## src/rtl/graphics_pkg.sv

```systemverilog
// Shared types and constants for the screen compositor.
// The floor colours are used only when FLOOR_LAYER_EN is defined.
package graphics_pkg;

    typedef logic [11:0] pixel_t;
    typedef logic [3:0]  tile_id_t;

    localparam pixel_t FLOOR_EVEN = 12'hCA8;
    localparam pixel_t FLOOR_ODD  = 12'hB97;

    // 16-entry tile palette. Entry 0 maps to the background colour; id 0
    // never reaches the palette because it renders as background or floor.
    function automatic pixel_t palette_color(input tile_id_t id);
        pixel_t c;
        case (id)
            4'd1:    c = 12'hF00;
            4'd2:    c = 12'h0F0;
            4'd3:    c = 12'h00F;
            4'd4:    c = 12'hFF0;
            4'd5:    c = 12'h0FF;
            4'd6:    c = 12'hF0F;
            4'd7:    c = 12'h888;
            4'd8:    c = 12'hF80;
            4'd9:    c = 12'h08F;
            4'd10:   c = 12'h8F0;
            4'd11:   c = 12'hF08;
            4'd12:   c = 12'h444;
            4'd13:   c = 12'hCCC;
            4'd14:   c = 12'h840;
            4'd15:   c = 12'h048;
            default: c = 12'hFFF;
        endcase
        return c;
    endfunction

    // Border shading halves the colour as one 12-bit word, so 12'hF00
    // shades to 12'h780.
    function automatic pixel_t shade(input pixel_t c);
        return c >> 1;
    endfunction

    // Index width that stays at least one bit for degenerate sizes.
    function automatic int clog2_min1(input int n);
        return (n < 2) ? 1 : $clog2(n);
    endfunction

endpackage

```

## src/rtl/tile_palette.sv

```systemverilog
// Tile colour lookup with one registered cycle of latency.
// Configuration macro: FLOOR_LAYER_EN (id 0 inside the grid renders a
// checkerboard floor instead of the background colour).
module tile_palette
    import graphics_pkg::*;
#(
    parameter int     ROW_W    = 3,
    parameter int     COL_W    = 4,
    parameter int     SUB_W    = 5,
    parameter pixel_t BG_COLOR = 12'hFFF
) (
    input  logic             clock,
    input  logic             reset,
    input  tile_id_t         i_id,
    input  logic [SUB_W-1:0] i_sub_x,
    input  logic [SUB_W-1:0] i_sub_y,
    input  logic [ROW_W-1:0] i_row,
    input  logic [COL_W-1:0] i_col,
    input  logic             i_in_grid,
    output pixel_t           o_pixel
);

`ifdef FLOOR_LAYER_EN
    localparam bit FLOOR_EN = 1'b1;
`else
    localparam bit FLOOR_EN = 1'b0;
`endif

    logic   w_border;
    pixel_t w_base;
    pixel_t w_floor;

    assign w_border = (i_sub_x == '0) || (i_sub_y == '0);
    assign w_base   = palette_color(i_id);
    // Checkerboard parity of row+col equals (row ^ col) in the low bit.
    assign w_floor  = (((int'(i_row) + int'(i_col)) % 2) == 1) ? FLOOR_ODD : FLOOR_EVEN;

    // Register the tile colour: background, floor, shaded border or plain palette.
    always_ff @(posedge clock) begin
        if (reset) begin
            o_pixel <= '0;
        end else if (!i_in_grid) begin
            o_pixel <= BG_COLOR;
        end else if (i_id == '0) begin
            o_pixel <= FLOOR_EN ? w_floor : BG_COLOR;
        end else if (w_border) begin
            o_pixel <= shade(w_base);
        end else begin
            o_pixel <= w_base;
        end
    end

endmodule

```

## src/rtl/graphics_compositor.sv

```systemverilog
// Three-stage screen compositor: tile addressing, tile palette lookup,
// player priority mux. Sync and blank are delayed to match the pixel.
// The tile grid is snapshotted on each vsync falling edge so a frame
// never mixes two grid states.
// Configuration macro: FLOOR_LAYER_EN (passed through to tile_palette).
module graphics_compositor
    import graphics_pkg::*;
#(
    parameter int     NUM_PLAYERS = 4,
    parameter int     GRID_ROWS   = 8,
    parameter int     GRID_COLS   = 13,
    parameter int     TILE_SIZE   = 32,
    parameter int     ORIGIN_X    = 112,
    parameter int     ORIGIN_Y    = 112,
    parameter pixel_t KEY_COLOR   = 12'hFFF,
    parameter pixel_t BG_COLOR    = 12'hFFF
) (
    input  logic                                 clock,
    input  logic                                 reset,
    input  logic [$clog2(NUM_PLAYERS)-1:0]       num_players,
    input  logic [GRID_ROWS*GRID_COLS*4-1:0]     object_grid,
    input  logic [NUM_PLAYERS*12-1:0]            player_pixel,
    input  logic [10:0]                          hcount,
    input  logic [9:0]                           vcount,
    input  logic                                 hsync,
    input  logic                                 vsync,
    input  logic                                 blank,
    output logic                                 hsync_out,
    output logic                                 vsync_out,
    output logic                                 blank_out,
    output pixel_t                               pixel_out
);

    localparam int NP_W      = $clog2(NUM_PLAYERS);
    localparam int SUB_W     = $clog2(TILE_SIZE);
    localparam int ROW_W     = clog2_min1(GRID_ROWS);
    localparam int COL_W     = clog2_min1(GRID_COLS);
    localparam int NUM_TILES = GRID_ROWS * GRID_COLS;
    localparam int IDX_W     = clog2_min1(NUM_TILES);
    localparam int PL_W      = NUM_PLAYERS * 12;

    // Frame capture
    logic                   r_vsync_d;
    logic [NUM_TILES*4-1:0] r_shadow;

    // Stage 1
    logic [10:0]      w_off_x;
    logic [10:0]      w_off_y;
    logic             w_in_grid;
    logic             r_in_grid;
    logic [ROW_W-1:0] r_row;
    logic [COL_W-1:0] r_col;
    logic [SUB_W-1:0] r_sub_x;
    logic [SUB_W-1:0] r_sub_y;
    logic [PL_W-1:0]  r_player1;
    logic [NP_W-1:0]  r_num1;
    logic             r_blank1, r_hs1, r_vs1, r_vld1;

    // Stage 2
    tile_id_t         w_tiles [NUM_TILES];
    logic [IDX_W-1:0] w_idx;
    tile_id_t         w_id;
    pixel_t           w_tile_pix;
    logic [PL_W-1:0]  r_player2;
    logic [NP_W-1:0]  r_num2;
    logic             r_blank2, r_hs2, r_vs2, r_vld2;

    // Stage 3
    pixel_t           w_mix;

    // Snapshot the grid on a registered vsync 1->0 detect; reset takes precedence.
    always_ff @(posedge clock) begin
        if (reset) begin
            r_vsync_d <= 1'b1;
            r_shadow  <= '0;
        end else begin
            r_vsync_d <= vsync;
            if (r_vsync_d && !vsync) begin
                r_shadow <= object_grid;
            end
        end
    end

    // Offsets wrap as 11-bit unsigned, so pixels left of or above the grid fail the range test.
    assign w_off_x   = hcount - 11'(ORIGIN_X);
    assign w_off_y   = {1'b0, vcount} - 11'(ORIGIN_Y);
    assign w_in_grid = (w_off_x < 11'(GRID_COLS * TILE_SIZE)) &&
                       (w_off_y < 11'(GRID_ROWS * TILE_SIZE));

    // Stage 1: register tile coordinates and carry the side-band signals.
    always_ff @(posedge clock) begin
        if (reset) begin
            r_in_grid <= 1'b0;
            r_row     <= '0;
            r_col     <= '0;
            r_sub_x   <= '0;
            r_sub_y   <= '0;
            r_player1 <= '0;
            r_num1    <= '0;
            r_blank1  <= 1'b1;
            r_hs1     <= 1'b1;
            r_vs1     <= 1'b1;
            r_vld1    <= 1'b0;
        end else begin
            r_in_grid <= w_in_grid;
            r_row     <= w_off_y[SUB_W +: ROW_W];
            r_col     <= w_off_x[SUB_W +: COL_W];
            r_sub_x   <= w_off_x[SUB_W-1:0];
            r_sub_y   <= w_off_y[SUB_W-1:0];
            r_player1 <= player_pixel;
            r_num1    <= num_players;
            r_blank1  <= blank;
            r_hs1     <= hsync;
            r_vs1     <= vsync;
            r_vld1    <= 1'b1;
        end
    end

    // Unpack the shadow grid into tile ids for row-major lookup.
    always_comb begin
        for (int i = 0; i < NUM_TILES; i++) begin
            w_tiles[i] = r_shadow[i*4 +: 4];
        end
    end

    // Off-grid coordinates are forced to tile 0 so the index never leaves the array.
    assign w_idx = r_in_grid ? (IDX_W'(r_row) * IDX_W'(GRID_COLS) + IDX_W'(r_col)) : '0;
    assign w_id  = w_tiles[w_idx];

    tile_palette #(
        .ROW_W    (ROW_W),
        .COL_W    (COL_W),
        .SUB_W    (SUB_W),
        .BG_COLOR (BG_COLOR)
    ) u_palette (
        .clock     (clock),
        .reset     (reset),
        .i_id      (w_id),
        .i_sub_x   (r_sub_x),
        .i_sub_y   (r_sub_y),
        .i_row     (r_row),
        .i_col     (r_col),
        .i_in_grid (r_in_grid),
        .o_pixel   (w_tile_pix)
    );

    // Stage 2: hold player data and side-band alongside the palette register.
    always_ff @(posedge clock) begin
        if (reset) begin
            r_player2 <= '0;
            r_num2    <= '0;
            r_blank2  <= 1'b1;
            r_hs2     <= 1'b1;
            r_vs2     <= 1'b1;
            r_vld2    <= 1'b0;
        end else begin
            r_player2 <= r_player1;
            r_num2    <= r_num1;
            r_blank2  <= r_blank1;
            r_hs2     <= r_hs1;
            r_vs2     <= r_vs1;
            r_vld2    <= r_vld1;
        end
    end

    // Priority mux: scan high to low so the lowest active non-key player wins.
    always_comb begin
        w_mix = w_tile_pix;
        for (int p = NUM_PLAYERS - 1; p >= 0; p--) begin
            if ((p <= int'(r_num2)) && (r_player2[p*12 +: 12] != KEY_COLOR)) begin
                w_mix = r_player2[p*12 +: 12];
            end
        end
    end

    // Stage 3: registered outputs; blanked or not-yet-valid pixels are black.
    always_ff @(posedge clock) begin
        if (reset) begin
            pixel_out <= '0;
            blank_out <= 1'b1;
            hsync_out <= 1'b1;
            vsync_out <= 1'b1;
        end else begin
            pixel_out <= (r_vld2 && !r_blank2) ? w_mix : '0;
            blank_out <= r_blank2;
            hsync_out <= r_hs2;
            vsync_out <= r_vs2;
        end
    end

endmodule

```

## config.mk

```make
export PLATFORM = sky130hd
export DESIGN_NAME = graphics_compositor
export DESIGN_NICKNAME = d
export VERILOG_FILES = /design/src/rtl/graphics_pkg.sv /design/src/rtl/tile_palette.sv /design/src/rtl/graphics_compositor.sv
export SDC_FILE = /design/constraint.sdc
export NUM_CORES = 1
export LEC_CHECK = 0
export BUFFER_PORTS_ARGS = -buffer_cell sky130_fd_sc_hd__buf_2
export CAP_MARGIN = 20
export CORE_MARGIN = 8
export CORE_UTILIZATION = 40
export CTS_CLUSTER_DIAMETER = 200
export CTS_CLUSTER_SIZE = 8
export DETAILED_ROUTE_END_ITERATION = 10
export PLACE_DENSITY = 0.69
export REMOVE_ABC_BUFFERS = 1
export SYNTH_ARGS = -nofsm -noshare
export SYNTH_HDL_FRONTEND = slang
export SYNTH_SLANG_ARGS = --single-unit
export TNS_END_PERCENT = 5
```

## constraint.sdc

```tcl
create_clock -name clock -period 5.7 [get_ports clock]
set_clock_uncertainty 0.1 [all_clocks]
set_input_delay 0.57 -clock clock [delete_from_list [all_inputs] [get_ports clock]]
set_output_delay 0.57 -clock clock [all_outputs]
set_load 0.005 [all_outputs]
```

### Yosys cells after proc, flatten, opt, wreduce, memory -nomap -nowiden

Memories as Yosys holds them, arrays and structs flattened.
Index checks and enable logic that the tools add are counted.
W data, S select, Z words.

| operators by class | value |
|---|---|
| $add $sub $neg | 3 |
| multipliers | 1 |
| div/mod/pow operators | 0 |
| magnitude comparators | 6 |
| equality and inequality tests | 4 |
| shift operators | 0 |
| multiplexer cells | 12 |
| bitwise gates (word level) | 2 |
| reductions and logical operators | 13 |

Operators with widths:

| kind | number |
|---|---|
| $mux W12 | 7 |
| $ne A12 B12 Y1 const B | 4 |
| $bmux W4 S7 | 1 |
| $lt A11 B9 Y1 const B | 2 |
| $sub A10 B7 Y11 const B | 1 |
| $sub A11 B7 Y11 const B | 1 |
| $logic_not A5 Y1 | 2 |
| $ge A8 B8 Y1 const B | 1 |
| $mux W4 | 2 |
| $not A7 Y8 | 1 |
| $add A7 B4 Y7 | 1 |
| $mul A3 B4 Y7 const B | 1 |
| $mux W7 | 1 |
| $logic_and A1 B1 Y1 | 6 |
| $le A2 B2 Y1 const A | 2 |
| $logic_not A4 Y1 | 1 |
| $le A1 B2 Y1 const A | 1 |
| $logic_not A1 Y1 | 2 |
| $reduce_or A2 Y1 | 1 |
| $logic_or A1 B1 Y1 | 1 |
| $mux W1 | 1 |
| $not A1 Y1 | 1 |

| word-level totals | value |
|---|---|
| register bits | 569 |
| bits in latches | 0 |
| RAM bits | 0 |
| bits in read-only memories | 192 |
| output and inout port bits | 15 |
| logic and storage cells | 65 |
| memories kept | 1 |

Memories:

| name | depth | bits a word | read ports | clocked after memory_dff | wr ports | line | text |
|---|---|---|---|---|---|---|---|
| (no name shown) | 16 | 12 | 1 | 0 | 0 | graphics_pkg.sv:15 | `case (id)` |

### Depth between registers and ports, before layout

An unclocked memory read counts as a cell.

| depth | value |
|---|---|
| depth after elaboration | 11 |
| depth in mapped cells | 21 |
| mapped depth without buffers | 19 |

### Modules after synthesis

Synthesis repeated with hierarchy kept, for this count alone.

| second synthesis, totals | value |
|---|---|
| cell total of the unflattened synthesis | 2,797 |
| area total of the unflattened synthesis | 23,357.4 um^2 |

Modules (own cells, without submodules):

| module | instances | cells each | area an instance (um^2) |
|---|---|---|---|
| graphics_compositor | 1 | 2,719 | 22,630.5 |
| tile_palette | 1 | 78 | 726.9 |

### Worst setup path before layout

No wires, ideal clock.

| timing | value |
|---|---|
| kind | reg2reg |
| start point | reg r_row[0] |
| end point | reg u_palette.o_pixel[3] |
| setup time | 0.088 ns |
| data arrival time | 4.382 ns |
| data required time | 5.512 ns |
| setup slack | 1.130 ns |
| cell stages (with the launch flop) | 21 |
| path buffers | 4 |
| clock period less this slack | 4.570 ns |
| cell sequence | dfxtp_1 > ha_1 > ha_1 > inv_1 > fa_1 > buf_2 > buf_2 > clkbuf_1 > mux4_2 > mux2i_1 > nor3b_1 > nor3_2 > and2_1 > clkbuf_1 > inv_1 > ha_1 > inv_1 > mux2_4 > mux2i_1 > nor3_1 > a311oi_2 |

| between the ends | value |
|---|---|
| word-level cells in the longest chain between the ends | 11 |

Ends and longest elaborated chain:

| element | line | text |
|---|---|---|
| from (decl) | graphics_compositor.sv:51 | `logic [ROW_W-1:0] r_row;` |
| from (signal assigned) | graphics_compositor.sv:106 | `r_row <= w_off_y[SUB_W +: ROW_W];` |
| $mul A3 B4 Y7 (*) | graphics_compositor.sv:127 | `assign w_idx = r_in_grid ? (IDX_W'(r_row) * IDX_W'(GRID_COLS) + IDX_W'(r_col)) : '0;` |
| $add A7 B4 Y7 (*) | graphics_compositor.sv:127 |  |
| $mux W7 (*) | graphics_compositor.sv:127 |  |
| $not A7 Y8 (implied by the code) (*) | graphics_compositor.sv:128 | `assign w_id = w_tiles[w_idx];` |
| $bmux W4 S7 (*) | graphics_compositor.sv:128 |  |
| $mux W4 (implied by the code) (*) (2 in series) | graphics_compositor.sv:128 |  |
| $mem_v2 Z16 W12 | n/a |  |
| $mux W12 | tile_palette.sv:46 | `end else if (w_border) begin` |
| $mux W12 (*) | tile_palette.sv:44 | `end else if (i_id == '0) begin` |
| $mux W12 (*) | tile_palette.sv:42 | `end else if (!i_in_grid) begin` |
| to (signal assigned) | tile_palette.sv:45 | `o_pixel <= FLOOR_EN ? w_floor : BG_COLOR;` |
| to (signal assigned) | tile_palette.sv:47 | `o_pixel <= shade(w_base);` |
| to (signal assigned) | tile_palette.sv:49 | `o_pixel <= w_base;` |
| to (decl) | tile_palette.sv:20 | `output pixel_t o_pixel` |

Every way passes the cells marked *; elsewhere a longest branch is shown, timed or not. The select of a mux whose other input is x is not followed.
A chain may end at the register's enable or synchronous reset.

### Worst setup path in the final report

| timing | value |
|---|---|
| start point | reg r_row[1] |
| end point | reg u_palette.o_pixel[3] |

Same word-level chain as after synthesis.

==> impl_metrics.csv <==
group,metric,value,unit
run_status,outcome,"finished, final reports clean",
timing,final-setup-viol-count,0,
cts,cts_root_buffer,"clkbuf_16",
setup_path,worstSetupPathType,"reg -> reg",
timing,drv_slew,0,
cts,cts_tree,"done",
drt,wl,83700,um
setup_path,crit_path_start_kind,"flip-flop",
setup_path,cp_cell_sequence,"ha_1 -> ha_4 -> nand2b_2 -> o221ai_1 -> a21oi_1 -> a211oi_1 -> nor3_1 -> nor3_2 -> and2_1 -> inv_1 -> ha_1 -> inv_1 -> mux2_4 -> mux2i_1 -> nor3_1 -> a311oi_2",
die,start_util,40.5,%
timing,tightest_slew,1160,ps
cts,clkTransAtPathRegs,50,ps
setup_path,r2r_start,"r_row[1]",
timing,rsz0062_at_grt,"false",
logic_synthesis,syn-instance-count,2901,
cts,htree_levels,3,
setup_path,cp.required,6120,ps
timing,holdWs,55.6,ps
setup_path,reg2reg_slack,620,ps
cts,post_cts_buffers,0,
timing,slew-limit-headroom,23.0,%
die,rows,89,
global_route,grt_max_degree,215,
die,core,0.0590,mm^2
logic_synthesis,synth_area_per_cell,8.23,um^2
timing,finalCritPeriodShare,89.1,%
placed_design,place.gp.congestion,0.913,
setup_path,arrival,5490,ps
logic_synthesis,async_reset_ff_share,0,%
min_path,hp-start,"hsync",
cts,holdBufCountCts,0,
power,leakagePower,11.9,nW
global_route,gr-total-overflow,0,
setup_path,cp_slowest_cell,"ha_4",
cts,post_cts_resized,0,
flow_run,max_cap_violations,0,
cts,clk_path_buf_depth,3,
power,p_per_area,345,mW/mm^2
logic_synthesis,yosysWarnings,0,
placed_design,portBuffers,506,
cells_and_area,nets,3812,
min_path,min_to,"r_hs1",
drt,antenna_left,0,
cts,clkLatencyLatePin,600,ps
timing,setup_ws,622,ps
drt,drt_pass1_iterations,6,
drt,drt-vias-per-instance,5.36,
timing,min_period,5080,ps
power,p_total,9.97,mW
timing,max_clock_freq,197,MHz
setup_path,reg2regPathDepth,16,
global_route,grt.total_usage,23.4,%
min_path,hold_depth,2,
die,fp.dieH,260,um
die,dieArea,0.0678,mm^2
die,io_pins,507,
drt,wl_per_cell,20.5,um
timing,hold_violations,0,
cts,cts_sinks,569,
logic_synthesis,netlist_area,0.0239,mm^2
cells_and_area,syn_to_final_growth,21.0,%
setup_path,r2r-end,"u_palette.o_pixel[3]",
global_route,antenna_found_initial,9,
logic_synthesis,synthFlopType,"dfxtp_1",
logic_synthesis,synth-seq-cells,569,
cts,cts_made_buffers,81,
die,fp.dieW,260,um
drt,drtIter0Drc,2266,
global_route,grt_pass1_vias,21400,
placed_design,dpl.hpwl,60700,um
logic_synthesis,synth-edff-count,0,
cells_and_area,filler_cell_count,5754,
logic_synthesis,synth_seq_area_share,47.7,%
logic_synthesis,yosysUniqueCellTypes,81,
setup_path,cp-end-kind,"flip-flop",
global_route,grt_first_pass_wirelength,124000,um
placed_design,pre_cts_ws,664,ps
power,irDropWorstVdd,0.267,mV
setup_path,max_stage_delay,650,ps
drt,drc_errors,0,
setup_path,path_max_fanout,38,
drt,vias,21900,
cells_and_area,drive_gt1_share,22.3,%
min_path,hold_class,"in -> reg",
## cells in the final DEF (no fill, tap or decap), types with 11 or more instances in the layout
cell type,n
nand2_1,886
dfxtp_1,568
buf_2,505
a21oi_1,495
nor2b_1,119
mux2i_1,99
clkbuf_16,82
o21ai_0,67
mux2_2,47
nor2_1,41
o22ai_1,40
buf_4,30
inv_1,21
ha_1,19
o221ai_1,18
nand4_1,15
o211ai_1,14
a211oi_1,11
nor3b_1,11
## logic make-up (layout without fill, tap and decap cells)
family | after synthesis | after routing | share of synthesized area, %
AOI/OAI and AO/OA | 739 | 739 | 17.8
and+or+nand+nor | 1148 | 1148 | 20.7
muxes | 156 | 156 | 7.20
other | 0 | 5 | 0
DFF | 569 | 569 | 47.7
xor gates and xnor gates | 13 | 13 | 0.477
adders and majority gates | 23 | 23 | 1.27
buffers and inverters | 253 | 656 | 4.78
## cell usage after synthesis, types with 14 or more instances
master | n | area, um^2
nor2_1 | 41 | 154
nand2_1 | 886 | 3330
nand4_1 | 15 | 93.8
nor2b_1 | 120 | 751
clkbuf_1 | 172 | 646
o221ai_1 | 18 | 158
o211ai_1 | 14 | 105
dfxtp_1 | 569 | 11400
o22ai_1 | 40 | 250
buf_2 | 18 | 90.1
a21oi_1 | 495 | 2480
ha_1 | 21 | 263
buf_6 | 18 | 203
o21ai_0 | 68 | 340
mux2_2 | 47 | 529
inv_1 | 21 | 78.8
mux2i_1 | 99 | 991
## stage by stage
step | util [%] | TNS (ps) | cell area (um^2) | instances
after floorplan | - | -3679170 | 22800 | 2671
after global placement | 45.3 | 0 | 26700 | 3983
after detailed placement | 45.3 | 0 | 26700 | 3986
after CTS | 48.9 | 0 | 28900 | 4076
after global routing | 49.0 | 0 | 28900 | 4080
final | 49.0 | 0 | 28900 | 4082
## worst max path at each step
| stage | start | end | slack (ps) |
|---|---|---|---|
| after detailed placement | r_row[0] | u_palette.o_pixel[3] | 660 |
| after floorplan | vsync | r_shadow[0] | -8760 |
| after global routing | r_row[1] | u_palette.o_pixel[3] | 320 |
| final | r_row[1] | u_palette.o_pixel[3] | 620 |
| after CTS | r_row[0] | u_palette.o_pixel[3] | 650 |
| after global placement | r_row[0] | u_palette.o_pixel[3] | 630 |
## final cells by class
cell class              instances  area (um^2)  share of cell area [%]
repair buffers                543         2900                    10.0
multi-input cells            2079        11400                    39.5
diodes                          5         12.5                  0.0433
inverters                      23         86.3                   0.299
flip-flops and latches        569        11400                    39.4
well taps                     773          967                    3.35
clock buffers                  84         2060                    7.12
clock inverters                 6         82.6                   0.286
## worst max-delay path, delay by kind of cell (launching register included)
| kind | cells | cell delay, ps |
|---|---|---|
| muxes | 2 | 420 |
| and+or+nand+nor | 5 | 1390 |
| DFF | 1 | 340 |
| AOI/OAI and AO/OA | 4 | 1170 |
| adders and majority gates | 3 | 1320 |
| buffers and inverters | 2 | 210 |
## sequential cells by signal, summed over array words and instances, names as in the netlist, 2 cells and up
name,count
pixel_out,12
r_col,4
r_num1,2
r_num2,2
r_player1,48
r_player2,48
r_row,3
r_shadow,416
r_sub_x,5
r_sub_y,5
u_palette.o_pixel,12
## per-layer routing
metal | GRT usage, % | routed length [um] | vias up
li1 | - | - | 10600
met5 | 0 | 39 | -
met3 | 5.55 | 6760 | 191
met1 | 29.3 | 34200 | 10200
met4 | 10.4 | 3570 | 6
met2 | 38.2 | 39100 | 859
## where the power goes
part	internal [mW]	switching [mW]
Clock	2.54	1.70
Sequential	4.20	0.126
Combinational	0.560	0.845
Power figures use the tool's default switching activity.
